<file path="config.mk">
export PLATFORM = sky130hd
export DESIGN_NAME = sdram_arb2
export DESIGN_NICKNAME = d
export VERILOG_FILES = /design/src/rtl/sdram_arb2.sv
export SDC_FILE = /design/constraint.sdc
export NUM_CORES = 1
export LEC_CHECK = 0
export ABC_AREA = 0
export BUFFER_PORTS_ARGS = -buffer_cell sky130_fd_sc_hd__buf_2
export CORE_AREA = 5 5 114 116
export CTS_BUF_LIST = sky130_fd_sc_hd__clkbuf_8 sky130_fd_sc_hd__clkbuf_16
export DETAILED_ROUTE_END_ITERATION = 10
export DIE_AREA = 0 0 119 121
export GPL_TIMING_DRIVEN = 0
export PLACE_DENSITY = 0.55
export SYNTH_ARGS = -nofsm -noshare
export SYNTH_HDL_FRONTEND = slang
export SYNTH_SLANG_ARGS = --single-unit
</file>
<file path="constraint.sdc">
create_clock -name clk -period 1.2 [get_ports clk]
set_input_delay 0.06 -clock clk [delete_from_list [all_inputs] [get_ports clk]]
set_output_delay 0.06 -clock clk [all_outputs]
set_load 0.05 [all_outputs]
</file>
<file path="src/rtl/sdram_arb2.sv">
// rtl/sdram_arb2.sv - two-client round-robin arbiter in front of the SDRAM controller port
module sdram_arb2 #(
  parameter int ADDR_WIDTH = 32,
  parameter int DATA_WIDTH = 32
) (
  input  logic                  clk,
  input  logic                  rst,
  input  logic [ADDR_WIDTH-1:0] c0_addr,
  input  logic [DATA_WIDTH-1:0] c0_write_data,
  input  logic                  c0_wr,
  input  logic                  c0_rd,
  output logic                  c0_rdy,
  output logic                  c0_wvalid,
  output logic                  c0_rvalid,
  output logic [DATA_WIDTH-1:0] c0_read_data,
  input  logic [ADDR_WIDTH-1:0] c1_addr,
  input  logic [DATA_WIDTH-1:0] c1_write_data,
  input  logic                  c1_wr,
  input  logic                  c1_rd,
  output logic                  c1_rdy,
  output logic                  c1_wvalid,
  output logic                  c1_rvalid,
  output logic [DATA_WIDTH-1:0] c1_read_data,
  output logic [ADDR_WIDTH-1:0] m_addr,
  output logic [DATA_WIDTH-1:0] m_write_data,
  output logic                  m_wr,
  output logic                  m_rd,
  input  logic                  m_rdy,
  input  logic                  m_wvalid,
  input  logic                  m_rvalid,
  input  logic [DATA_WIDTH-1:0] m_read_data
);

  typedef enum logic [1:0] {S_IDLE, S_ISSUE, S_WAIT} state_t;

  state_t state_q, state_d;
  logic   grant_q, grant_d;
  logic   op_wr_q, op_wr_d;
  logic   last_grant_q, last_grant_d;

  logic                  req0, req1;
  logic                  g_wr, g_rd, g_req;
  logic [ADDR_WIDTH-1:0] g_addr;
  logic [DATA_WIDTH-1:0] g_wdata;
  logic                  g_rdy, g_wvalid, g_rvalid;

  always_comb begin
    req0    = c0_wr | c0_rd;
    req1    = c1_wr | c1_rd;
    g_wr    = grant_q ? c1_wr : c0_wr;
    g_rd    = grant_q ? c1_rd : c0_rd;
    g_req   = g_wr | g_rd;
    g_addr  = grant_q ? c1_addr : c0_addr;
    g_wdata = grant_q ? c1_write_data : c0_write_data;
  end

  always_ff @(posedge clk) begin
    if (rst) begin
      state_q      <= S_IDLE;
      grant_q      <= 1'b0;
      op_wr_q      <= 1'b0;
      last_grant_q <= 1'b1;
    end else begin
      state_q      <= state_d;
      grant_q      <= grant_d;
      op_wr_q      <= op_wr_d;
      last_grant_q <= last_grant_d;
    end
  end

  always_comb begin
    state_d      = state_q;
    grant_d      = grant_q;
    op_wr_d      = op_wr_q;
    last_grant_d = last_grant_q;
    m_addr       = '0;
    m_write_data = '0;
    m_wr         = 1'b0;
    m_rd         = 1'b0;
    g_rdy        = 1'b0;
    g_wvalid     = 1'b0;
    g_rvalid     = 1'b0;
    case (state_q)
      S_IDLE: begin
        if (req0 | req1) begin
          grant_d = (req0 & req1) ? ~last_grant_q : req1;
          op_wr_d = grant_d ? c1_wr : c0_wr;
          state_d = S_ISSUE;
        end
      end
      S_ISSUE: begin
        m_addr       = g_addr;
        m_write_data = g_wdata;
        // Strobes are gated by the live request so a withdrawn request never reaches the controller.
        if (!g_req) begin
          state_d = S_IDLE;
        end else begin
          m_wr  = op_wr_q;
          m_rd  = ~op_wr_q;
          g_rdy = m_rdy;
          if (m_rdy) state_d = S_WAIT;
        end
      end
      S_WAIT: begin
        g_wvalid = op_wr_q & m_wvalid;
        g_rvalid = ~op_wr_q & m_rvalid;
        if (g_wvalid | g_rvalid) begin
          last_grant_d = grant_q;
          state_d      = S_IDLE;
        end
      end
      default: state_d = S_IDLE;
    endcase
  end

  assign c0_rdy       = g_rdy & ~grant_q;
  assign c1_rdy       = g_rdy & grant_q;
  assign c0_wvalid    = g_wvalid & ~grant_q;
  assign c1_wvalid    = g_wvalid & grant_q;
  assign c0_rvalid    = g_rvalid & ~grant_q;
  assign c1_rvalid    = g_rvalid & grant_q;
  assign c0_read_data = m_read_data;
  assign c1_read_data = m_read_data;

endmodule

</file>
==> flow_summary.yaml <==
synth:
  ys_seq_area_frac: 0.0558
  ys.flop_type: "dfxtp_1"
  synthCells: 251
  syn_nets: 420
  synth.top_cell.area_share: 0.363
  synth-seq-cells: 5
  yosysTopAreaCell: "mux2i_1"
  yosysWarningCount: 0
  syn_avg_cell_area_um2: 7.14
  synth.distinct_cells: 24
  async_reset_ff_frac: 0
  synth_area_leaders: "mux2i_1 (36%), buf_4 (29%), nor2_1 (15%), dfxtp_1 (5.6%), buf_2 (2.8%)"
  synth_edf_count: 0
  synthesis.area_mm2: 0.00179
route:
  wl_met1_um: 3620
  firstDrtPassIters: 4
  vias_per_cell: 4.06
  highest_layer: "met4"
  drt_wl_total_um: 11100
  route.met2.wl_um: 6450
  wire_per_inst_um: 16.0
  num_vias: 2817
  ant_nets: 0
  drtIter0Drc: 54
  dr_wl_met3_um: 901
  drc: 0
floorplan:
  num_rows: 40
  core_mm2: 0.0118
  die-area_mm2: 0.0144
  start_util: 0.152
  die_w_um: 119
  die_h_um: 121
  io_pins: 305
worst_setup_path:
  cp.arrival_ns: 1.46
  critPathMaxStageDelay_ns: 0.34
  cp.required_ns: 1.14
  crit_path_max_fanout: 9
  r2r_end: "state_q[1]$_SDFFE_PP0P_"
  path_class: "flip-flop to output pin"
  slowest_stage: "dfxtp_2"
  regToRegStartpoint: "grant_q$_SDFFE_PP0P_"
  crit_start: "state_q[1]$_SDFFE_PP0P_"
  reg2reg_depth: 5
  critPathBufInv: 2
  cp_top_family: "simple AND/OR/NAND/NOR gates"
  critPathLaunchType: "flip-flop"
  regToRegSetupSlack_ns: -0.09
  cp-end-kind: "output pin"
  cp_cell_sequence: "nand2b_4 > buf_12 > nor4b_4 > buf_6"
sta:
  finClkSkew_ns: 0.000670
  finalSetupViolCount: 74
  fin_crit_ns: 1.52
  max_freq_ghz: 0.657
  hold_viol: 0
  rsz0062_at_grt: "yes"
  setup_slack_ns: -0.323
  fin_crit_sh: 1.27
  tightest_slew_ns: 0.376
  drv_slew: 0
  slew_headroom: 0.748
power_and_ir_drop:
  total_power_mw: 4.80
  leakage_nw: 2.47
  vdd_drop_max_mv: 0.501
  p_per_area_mw_per_mm2: 825
clock_network:
  clockBufferDepth: 2
  cts_sinks: 5
  cts_tree: "built"
  clk_latency_ns: 0.23
  h-tree-depth: 1
  postCtsHoldBufs: 0
  cts_buffers: 3
  clk_pin_slew_ns: 0.03
  root_buffer: "clkbuf_16"
finish:
  area_growth_pct: 225
  multi_input_area_mm2: 0.00248
  seqCellArea_um2: 110
  drive_above_1_share: 0.958
  n_fill_cell: 1030
  diodes: 0
  design_area_mm2: 0.00582
  layout.nets: 716
  fin_cells: 693
status:
  violations: "setup timing"
  status: "complete, but fails checks"
global_routing:
  grt_pass1_vias: 2925
  antenna_found_initial: 0
  grt_max_degree: 11
  grt_pass1_wl_um: 15100
  grt-ovfl-total: 0
  grt.total_usage: 0.128
place:
  postPlaceCellArea_mm2: 0.00391
  io_buffers: 272
  post-place-ws_ns: -0.309
  place_congestion: 0.776
  dp.cells: 670
  dp_hpwl_um: 8320
flow_run:
  drv_cap: 0
min_path:
  hold_depth: 2
  hold_start: "rst"
  worstHoldEndpoint: "grant_q$_SDFFE_PP0P_"
  min_path_type: "primary input to flip-flop"
==> logic make-up after synthesis <==
group	Yosys count	share of synthesized area
multiplexers	66	0.371
flip-flops	5	0.0558
AO/OA/AOI/OAI	11	0.0489
buffers and inverters	81	0.321
AND/OR/NAND/NOR	88	0.203
==> cell usage after synthesis, types with 2 or more instances <==
cell,instances
buf_4,69
mux2i_1,65
dfxtp_1,5
nand2_1,6
inv_1,2
a211o_1,2
buf_2,10
nand2b_1,3
nor3_1,4
nor2_1,71
==> power breakdown <==
group	switching, mW	internal (mW)	leakage, nW
sequential	0.0263	0.184	0.0431
clock	0.112	0.432	0.0423
combinational	2.32	1.73	2.38
total	2.46	2.35	2.47
==> metal layers <==
layer,vias to the layer above,track usage
li1,1387,-
met1,1243,0.138
met2,177,0.252
met3,10,0.0364
met4,0,0.0145
met5,-,0
==> layout by cell type (no fill, tap or decap), types with 4 or more instances in the layout <==
cell / instances
buf_2: 201
buf_4: 75
nor2_4: 68
buf_6: 67
mux2i_4: 60
buf_16: 11
clkbuf_16: 9
buf_12: 6
nand2_1: 5
mux2i_2: 4
buf_8: 4
==> state kept, by name, summed over array words and instances (netlist names) <==
signal,count
state_q,2
grant_q,1
last_grant_q,1
op_wr_q,1
==> worst reg2reg max path, delay by kind of cell (launching register included) <==
family	cells	cell delay (ns)
and+or+nand+nor	1	0.05
DFF	1	0.39
AOI/OAI and AO/OA	2	0.43
buffers and inverters	2	0.31
==> worst max path at each step <==
stage | cells past startpoint | endpoint | slack (ns)
after global routing | 5 | m_wr | -0.37
final | 4 | c0_rdy | -0.32
after floorplan | 3 | c0_rvalid | -0.17
after CTS | 5 | m_write_data[27] | -0.35
after global placement | 5 | m_write_data[13] | -0.26
after detailed placement | 5 | m_addr[25] | -0.31
==> stage by stage <==
stage | util | hold WS [ns] | setup TNS (ns)
finish | 0.493 | 0.100 | -18.67
global placement | 0.331 | 0.299 | -14.42
detailed placement | 0.331 | 0.311 | -16.53
global route | 0.493 | 0.101 | -22.17
CTS | 0.417 | 0.0885 | -21.91
floorplan | - | 0.129 | -0.815
==> cell type report <==
| type | instances | area share |
|---|---|---|
| Clock inverter | 1 | 0.000645 |
| Tap cell | 147 | 0.0316 |
| Sequential cell | 5 | 0.0189 |
| Clock buffer | 3 | 0.0129 |
| Inverter | 2 | 0.00129 |
| Multi-Input combinational cell | 165 | 0.427 |
| Buffer | 78 | 0.140 |
| Timing Repair Buffer | 292 | 0.368 |
==> timing repair <==
item / in CTS / in global routing
resized for setup: 200 / 168
cloned: 3 / 6
pin swaps: 2 / 9
buffers inserted: 6 / 6
endpoints found under the setup margin: 75 / 75
(Power assumes the default switching activity.)
